<file path="src/rtl/stopwatch_counter_if.sv">
// stopwatch_counter_if: groups the tick/control inputs and the MM:SS digit
// outputs of the stopwatch timekeeping core.
// master: the side that produces ticks and button pulses and reads the digits.
// slave: the timekeeping core itself.
interface stopwatch_counter_if;
    logic       tick_1hz;
    logic       tick_2hz;
    logic       pause_p;
    logic       clr_p;
    logic       adj;
    logic       sel;
    logic [2:0] min_t;
    logic [3:0] min_o;
    logic [2:0] sec_t;
    logic [3:0] sec_o;
    logic       paused;
    logic       rolled;

    modport master (
        output tick_1hz, tick_2hz, pause_p, clr_p, adj, sel,
        input  min_t, min_o, sec_t, sec_o, paused, rolled
    );

    modport slave (
        input  tick_1hz, tick_2hz, pause_p, clr_p, adj, sel,
        output min_t, min_o, sec_t, sec_o, paused, rolled
    );
endinterface

</file>
<file path="src/rtl/stopwatch_counter.sv">
// stopwatch_counter: MM:SS timekeeping core with run, halt, clear and
// per-field adjust modes. The 1 Hz and 2 Hz ticks are single-cycle enables
// on clk, never clocks.
// Optional build macro: STOPWATCH_ROLLOVER_STOP_EN -- when defined, a run-mode
// tick at 59:59 holds 59:59 and halts instead of wrapping to 00:00.
module stopwatch_counter (
    input  logic                      clk,
    input  logic                      rst_n,
    stopwatch_counter_if.slave        bus
);

    typedef enum logic [1:0] {
        RUN  = 2'd0,
        HALT = 2'd1,
        ADJ  = 2'd2
    } state_e;

    state_e     state_q, state_d;
    logic [2:0] minTens_q, minTens_d;
    logic [3:0] minOnes_q, minOnes_d;
    logic [2:0] secTens_q, secTens_d;
    logic [3:0] secOnes_q, secOnes_d;
    logic       rolled_q, rolled_d;

    logic [6:0] secIncr;
    logic [6:0] minIncr;
    logic       secAtMax;
    logic       minAtMax;

    // Advance a two-digit 00-59 field by one; 59 wraps to 00. Out-of-range
    // digits are folded back to zero so the registers stay legal BCD.
    function automatic logic [6:0] incField(input logic [2:0] tens, input logic [3:0] ones);
        logic [2:0] tensNext;
        logic [3:0] onesNext;
        if (ones >= 4'd9) begin
            onesNext = 4'd0;
            tensNext = (tens >= 3'd5) ? 3'd0 : tens + 3'd1;
        end else begin
            onesNext = ones + 4'd1;
            tensNext = (tens > 3'd5) ? 3'd0 : tens;
        end
        return {tensNext, onesNext};
    endfunction

    // Next-state, next-digit and rollover-pulse logic, all keyed on the registered state.
    always_comb begin
        state_d   = state_q;
        minTens_d = minTens_q;
        minOnes_d = minOnes_q;
        secTens_d = secTens_q;
        secOnes_d = secOnes_q;
        rolled_d  = 1'b0;

        secIncr  = incField(secTens_q, secOnes_q);
        minIncr  = incField(minTens_q, minOnes_q);
        secAtMax = (secTens_q == 3'd5) && (secOnes_q == 4'd9);
        minAtMax = (minTens_q == 3'd5) && (minOnes_q == 4'd9);

        if (bus.clr_p) begin
            // Clear beats everything, including any tick in the same cycle.
            minTens_d = 3'd0;
            minOnes_d = 4'd0;
            secTens_d = 3'd0;
            secOnes_d = 4'd0;
            state_d   = HALT;
        end else begin
            unique case (state_q)
                RUN: begin
                    if (bus.tick_1hz) begin
                        if (secAtMax && minAtMax) begin
                            rolled_d = 1'b1;
                        end
`ifdef STOPWATCH_ROLLOVER_STOP_EN
                        if (secAtMax && minAtMax) begin
                            state_d = HALT;
                        end else begin
                            {secTens_d, secOnes_d} = secIncr;
                            if (secAtMax) begin
                                {minTens_d, minOnes_d} = minIncr;
                            end
                        end
`else
                        {secTens_d, secOnes_d} = secIncr;
                        if (secAtMax) begin
                            {minTens_d, minOnes_d} = minIncr;
                        end
`endif
                    end
                    if (bus.adj) begin
                        state_d = ADJ;
                    end else if (bus.pause_p) begin
                        state_d = HALT;
                    end
                end
                HALT: begin
                    if (bus.adj) begin
                        state_d = ADJ;
                    end else if (bus.pause_p) begin
                        state_d = RUN;
                    end
                end
                ADJ: begin
                    // Each field wraps on its own; adjusting never carries or pulses rolled.
                    if (bus.tick_2hz) begin
                        if (bus.sel) begin
                            {secTens_d, secOnes_d} = secIncr;
                        end else begin
                            {minTens_d, minOnes_d} = minIncr;
                        end
                    end
                    if (!bus.adj) begin
                        state_d = HALT;
                    end
                end
                default: begin
                    state_d = HALT;
                end
            endcase
        end
    end

    // State, digit and rollover registers; reset asynchronously to 00:00 running.
    always_ff @(posedge clk or negedge rst_n) begin
        if (!rst_n) begin
            state_q   <= RUN;
            minTens_q <= 3'd0;
            minOnes_q <= 4'd0;
            secTens_q <= 3'd0;
            secOnes_q <= 4'd0;
            rolled_q  <= 1'b0;
        end else begin
            state_q   <= state_d;
            minTens_q <= minTens_d;
            minOnes_q <= minOnes_d;
            secTens_q <= secTens_d;
            secOnes_q <= secOnes_d;
            rolled_q  <= rolled_d;
        end
    end

    assign bus.min_t  = minTens_q;
    assign bus.min_o  = minOnes_q;
    assign bus.sec_t  = secTens_q;
    assign bus.sec_o  = secOnes_q;
    assign bus.paused = (state_q != RUN);
    assign bus.rolled = rolled_q;

endmodule

</file>
<file path="src/flat_wrapper.sv">
// flat-port wrapper written by rule: the top's interface ports become plain ports
module stopwatch_counter_flat 
  (clk, rst_n, bus_tick_1hz, bus_tick_2hz, bus_pause_p, bus_clr_p, bus_adj, bus_sel, bus_min_t, bus_min_o, bus_sec_t, bus_sec_o, bus_paused, bus_rolled);
  stopwatch_counter_if bus_i ();
  input  logic clk;
  input  logic rst_n;
  input wire logic [$bits(bus_i.tick_1hz)-1:0] bus_tick_1hz;
  input wire logic [$bits(bus_i.tick_2hz)-1:0] bus_tick_2hz;
  input wire logic [$bits(bus_i.pause_p)-1:0] bus_pause_p;
  input wire logic [$bits(bus_i.clr_p)-1:0] bus_clr_p;
  input wire logic [$bits(bus_i.adj)-1:0] bus_adj;
  input wire logic [$bits(bus_i.sel)-1:0] bus_sel;
  output wire logic [$bits(bus_i.min_t)-1:0] bus_min_t;
  output wire logic [$bits(bus_i.min_o)-1:0] bus_min_o;
  output wire logic [$bits(bus_i.sec_t)-1:0] bus_sec_t;
  output wire logic [$bits(bus_i.sec_o)-1:0] bus_sec_o;
  output wire logic [$bits(bus_i.paused)-1:0] bus_paused;
  output wire logic [$bits(bus_i.rolled)-1:0] bus_rolled;
  assign bus_i.tick_1hz = bus_tick_1hz;
  assign bus_i.tick_2hz = bus_tick_2hz;
  assign bus_i.pause_p = bus_pause_p;
  assign bus_i.clr_p = bus_clr_p;
  assign bus_i.adj = bus_adj;
  assign bus_i.sel = bus_sel;
  assign bus_min_t = bus_i.min_t;
  assign bus_min_o = bus_i.min_o;
  assign bus_sec_t = bus_i.sec_t;
  assign bus_sec_o = bus_i.sec_o;
  assign bus_paused = bus_i.paused;
  assign bus_rolled = bus_i.rolled;
  stopwatch_counter u_core (.clk(clk), .rst_n(rst_n), .bus(bus_i));
endmodule
</file>
<file path="config.mk">
export PLATFORM = sky130hd
export DESIGN_NAME = stopwatch_counter_flat
export DESIGN_NICKNAME = d
export VERILOG_FILES = /design/src/rtl/stopwatch_counter_if.sv /design/src/rtl/stopwatch_counter.sv /design/src/flat_wrapper.sv
export SDC_FILE = /design/constraint.sdc
export NUM_CORES = 1
export LEC_CHECK = 0
export BUFFER_PORTS_ARGS = -buffer_cell sky130_fd_sc_hd__buf_2
export CORE_MARGIN = 10
export CORE_UTILIZATION = 40
export CTS_CLUSTER_SIZE = 40
export DETAILED_ROUTE_END_ITERATION = 8
export SYNTH_ARGS = -nofsm -noshare
export SYNTH_HDL_FRONTEND = slang
export SYNTH_SLANG_ARGS = --single-unit
</file>
<file path="constraint.sdc">
create_clock -name clk -period 2.34 [get_ports clk]
set_input_delay 0.702 -clock clk [delete_from_list [all_inputs] [get_ports clk]]
set_output_delay 0.702 -clock clk [all_outputs]
set_load 0.01 [all_outputs]
</file>
-- Word level (Yosys, flattened, before mapping)
Index checks and enable logic that the tools add are counted.
- bits in registers: 17
- word-level logic and storage cells: 80
- input port bits: 8
- $add $sub $neg: 4
- order comparisons: 6
- reduce and logical (&&, ||, !) cells: 9
- mux-type cells: 41
- equality and inequality tests: 14
- operators with widths (cell ; count):
    two-way mux 3 bit ; 15
    two-way mux 4 bit ; 11
    case mux 4 bit (2 select lines) ; 2
    inequality test 3 bit (second input constant) ; 5
    two-way mux 2 bit ; 6
    case mux 3 bit (2 select lines) ; 2
    adder 4 x 1 -> 4 bit (second input constant) ; 2
    == test 4 bit (second input constant) ; 2
    >= comparator 4 bit (second input constant) ; 2
    inequality test 4 bit (second input constant) ; 2
    adder 3 x 1 -> 3 bit (second input constant) ; 2
    == test 3 bit (second input constant) ; 2
    >= comparator 3 bit (second input constant) ; 2
    > comparator 3 bit (second input constant) ; 2
    case mux 2 bit (3 select lines) ; 1
    AND reduction 5 bit ; 1
    two-way mux 1 bit ; 4
    AND reduction 4 bit ; 1
    logical AND 1 bit ; 3
    inequality test 3 x 2 -> 1 bit (second input constant) ; 1
    AND reduction 3 bit ; 1
    nonzero test 3 bit ; 1
    == test 2 x 1 -> 1 bit (second input constant) ; 1
    == test 2 bit (second input constant) ; 1
    2 further kinds ; 2

-- Logic depth before layout (Yosys ltp)
- depth after elaboration: 7
- mapped depth: 7
- mapped depth without buffers: 6

-- Least setup slack after synthesis
No wires, ideal clock.
- kind: register -> register
- start: register u_core.minTens_q[0] (netlist: u_core.bus.min_t[0])
- end: register u_core.minTens_q[0] (netlist: u_core.bus.min_t[0])
- cell stages (with the launch flop): 5
- period minus slack after synthesis: 1.846 ns
- data required time: 2.215 ns
- path slack: 0.494 ns
- data arrival time: 1.721 ns
- path through: dfrtp_1 > ha_1 > or3_1 > a211oi_4 > mux2_4
- longest elaborated chain between the ends: 7
- elaborated cells between the ends (all ways): 12
- classes of those cells: 1 x add/sub; 2 x order compare; 9 x mux
- ends and longest elaborated chain (what ; line ; source):
    start: declaration ; stopwatch_counter.sv:19 ; logic [2:0] minTens_q, minTens_d;
    start signal: assignment ; stopwatch_counter.sv:133 ; minTens_q <= minTens_d;
    adder 3 x 1 -> 3 bit (tied with other cells) ; stopwatch_counter.sv:37 ; tensNext = (tens >= 3'd5) ? 3'd0 : tens + 3'd1;
    two-way mux 3 bit, on equally long branches ; stopwatch_counter.sv:37, stopwatch_counter.sv:40 ;
    two-way mux 3 bit (*) ; stopwatch_counter.sv:35 ; if (ones >= 4'd9) begin
    two-way mux 3 bit, on equally long branches ; stopwatch_counter.sv:105, stopwatch_counter.sv:84 ;
    two-way mux 3 bit, on equally long branches ; stopwatch_counter.sv:104, stopwatch_counter.sv:69 ;
    case mux 3 bit (2 select lines) (*) ; stopwatch_counter.sv:67 ; unique case (state_q)
    two-way mux 3 bit (*) ; stopwatch_counter.sv:59 ; if (bus.clr_p) begin
Every way passes the cells marked *; elsewhere a longest branch is shown, timed or not. The select of a mux whose other input is x is not followed.
A chain may end at the register's enable or synchronous reset.

-- Worst setup path after layout
- start: register u_core.secTens_q[1] (netlist: u_core.bus.sec_t[1])
- end: register u_core.minTens_q[1] (netlist: u_core.bus.min_t[1])
- longest elaborated chain between the ends: 4
- ends and longest elaborated chain (what ; line ; source):
    start: declaration ; stopwatch_counter.sv:21 ; logic [2:0] secTens_q, secTens_d;
    start signal: assignment ; stopwatch_counter.sv:135 ; secTens_q <= secTens_d;
    == test 3 bit ; stopwatch_counter.sv:56 ; secAtMax = (secTens_q == 3'd5) && (secOnes_q == 4'd9);
    logical AND 1 bit ; stopwatch_counter.sv:56 ;
    inequality test 3 x 2 -> 1 bit (no line) ; -- ;
    AND reduction 5 bit (no line) ; -- ;
Every way passes these cells.

==> results.md <==
* Status: complete, no violations
* Slew HR at 71.7%
* Reg2Reg Depth at 6
* Setup TNS at 0 ps
* Area growth syn-to-layout at 14.1%
* Total Routing Usage GR at 9.65%
* Worst-path clk slew at 110 ps
* Kind of cell adding the most delay to the critical path: compound AO/OA/AOI/OAI gates
* Maximum number of pins on one net before global-route repair at 18
* # setup viols final at 0
* Most frequent cells in the layout: buf_2 (23), dfrtp_1 (17), inv_1 (10), ha_1 (10)
* Max FO, Critical Path at 5
* Peak VDD IR at 0.000425 V
* Asr flop ratio synth at 100%
* Fill cells at 274
* Final Hold Viols at 0
* Final Skew at 2.96 ps
* CTS tree: built
* DP HPWL at 2000 um
* Buf/Inv on CP at 1
* Post-synth EDFFs at 0
* Critical Path AT at 2100 ps
* CP Capture Type: flop
* Leakage at 0.679 nW
* Vias in the first global route at 865
* Mapped Area at 1130 um2
* Worst EP required at 2520 ps
* CTS Hold Bufs at 0
* Ys Warns at 0
* Core region area at 2730 um2
* Post-layout minimum cycle time at 1910 ps
* First DRT Iteration DRCs at 41
* Crit start category: flop
* CP max-delay cell: dfrtp_1
* Final net count at 155
* Final worst path period share at 81.8%
* Die X at 73.3 um
* RSZ-0062 raised after global routing: false
* Gates resized, CTS repair at 0
* Port Buf Inserts at 23
* Yosys reg bits at 17
* Synth Instances at 112
* Max Clk Rate at 0.522 GHz
* Reg2reg end: u_core.bus.min_t[1]
* Net count after synthesis at 130
* CTS Buffer Depth at 2
* Die footprint at 5370 um2
* Clock Latency Late Sink at 290 ps
* Final wirelength at 2510 um
* Diode count at 0
* Die Y at 73.3 um
* Reg2reg setup slack at 430 ps
* Crit path cell chain: inv_1 > ha_1 > nand4b_4 > o221a_4 > a211oi_4 > mux2_4
* Drt drc at 0
* Layout cells sized above 1 at 27.2%
* Total CTS buffers at 3
* H-tree levels at 1
* DP Area at 1270 um2
* Global-route wire length before repair at 4200 um
* Crit-path max cell delay at 440 ps
* Gpl congestion at 0.755
* Critical path class: flop to flop
* # rows at 19
* PD cells at 736 nW/um2
* Sequential share of the synthesized area at 37.5%
* Max-cap violations at 0
* I/O Pins at 24
* CTS sink cnt at 17
* Yosys cell types at 47
* CTS Root Cell: clkbuf_4
* Synth Flop Type: dfrtp_1
* Worst-margin pin slew at 425 ps
* Commonest non-fill, non-tap cell in the layout: buf_2
* WL/cell at 15.0 um
* Vias at 910
* Initial antenna violation count at 0
* Gr ovfl total at 0
* Vias per cell at 5.45
* Slew Viols, Final at 0
* Fin area at 1290 um2
* DRT Pass-1 Iters at 4
* Worst R2R Start: u_core.bus.sec_t[1]
* Post-synthesis average cell area at 10.1 um2
* Final ANT Viol Nets at 0
* HP Class: input port to asynchronous set/reset pin
* Post-CTS Setup Inserts at 0
* Starting Density at 41.5%
-- area by class of cell --
class                           count  area [um2]  area share [%]
Inverter                           11        41.3            3.19
Timing Repair Buffer               23         115            8.89
Clock inverter                      1        5.00           0.386
Clock buffer                        3        22.5            1.74
Multi-Input combinational cell     81         647            50.0
Sequential cell                    17         425            32.9
Tap cell                           31        38.8            3.00
-- through the flow --
stage | power (mW) | worst slack (ps) | std cells | hold slack, ps | utilization, %
CTS | 0.971 | 405 | 167 | 320 | 47.4
floorplan | 0.683 | 494 | 112 | 406 | -
finish | 0.953 | 425 | 167 | 314 | 47.4
global route | 1.03 | 314 | 167 | 328 | 47.4
detailed placement | 0.808 | 400 | 163 | 575 | 46.4
global placement | 0.802 | 403 | 163 | 568 | 46.4
-- Yosys cell counts (2+ instances only) --
library cell   n  area share (%)
or3_1          2             1.1
o31ai_1        2             1.3
nand3_1        3             1.3
o22ai_1        2             1.1
nand3b_1       3             2.0
a21oi_1        5             2.2
nor2_1         7             2.3
mux2_4         2             2.6
nor2b_1        2             1.1
dfrtp_1       17              37
nand2_1        6             2.0
nor3_1         2            0.88
ha_1          10              11
o21ai_0        7             3.1
inv_1         10             3.3
-- worst reg2reg max path, cell delays in order (launching register included) --
cell and delay (ps):
dfrtp_1 440, inv_1 90, ha_1 230, nand4b_4 130, o221a_4 280, a211oi_4 300, mux2_4 330
-- kinds of logic (layout without fill, tap and decap cells) --
kind of cell,Yosys count,in the layout,synth area share [%]
simple gates,35,35,18.9
compound gates,32,32,22.6
flops,17,17,37.5
buf+inv,14,38,5.51
fa+ha+maj,10,10,11.0
mux,4,4,4.52
-- power breakdown --
part	leakage (nW)	internal [mW]	total (mW)	switching, mW
Combinational	0.434	0.173	0.374	0.201
Clock	0.0177	0.0635	0.160	0.0962
Sequential	0.227	0.342	0.419	0.0773
Total	0.679	0.578	0.953	0.375
-- flip-flops by register name (all words and copies together) (netlist names) --
name	count
u_core.bus.min_t	3
u_core.bus.rolled	1
u_core.bus.sec_o	4
u_core.state_q	2
u_core.bus.min_o	4
u_core.bus.sec_t	3
-- routing by layer --
| metal | wire [um] | track usage [%] | vias to the layer above |
|---|---|---|---|
| li1 | - | - | 464 |
| met1 | 1190 | 11.9 | 431 |
| met2 | 1170 | 15.3 | 13 |
| met3 | 128 | 2.83 | 2 |
| met4 | 23 | 3.80 | 0 |
| met5 | 0 | 0 | - |
-- worst max-delay path by stage --
stage	from	to	slack [ps]	cells after the start
2_1_floorplan	u_core.bus.min_t[0]	u_core.bus.min_t[0]	490	4
3_3_place_gp	bus_sel	u_core.bus.sec_o[3]	400	5
3_5_place_dp	bus_clr_p	u_core.bus.min_t[1]	400	5
4_1_cts	u_core.bus.sec_t[1]	u_core.bus.min_t[1]	410	6
5_1_grt	u_core.bus.sec_t[1]	u_core.bus.min_t[1]	310	6
6_report	u_core.bus.sec_t[1]	u_core.bus.min_t[1]	430	6
Power figures use the tool's default switching activity.
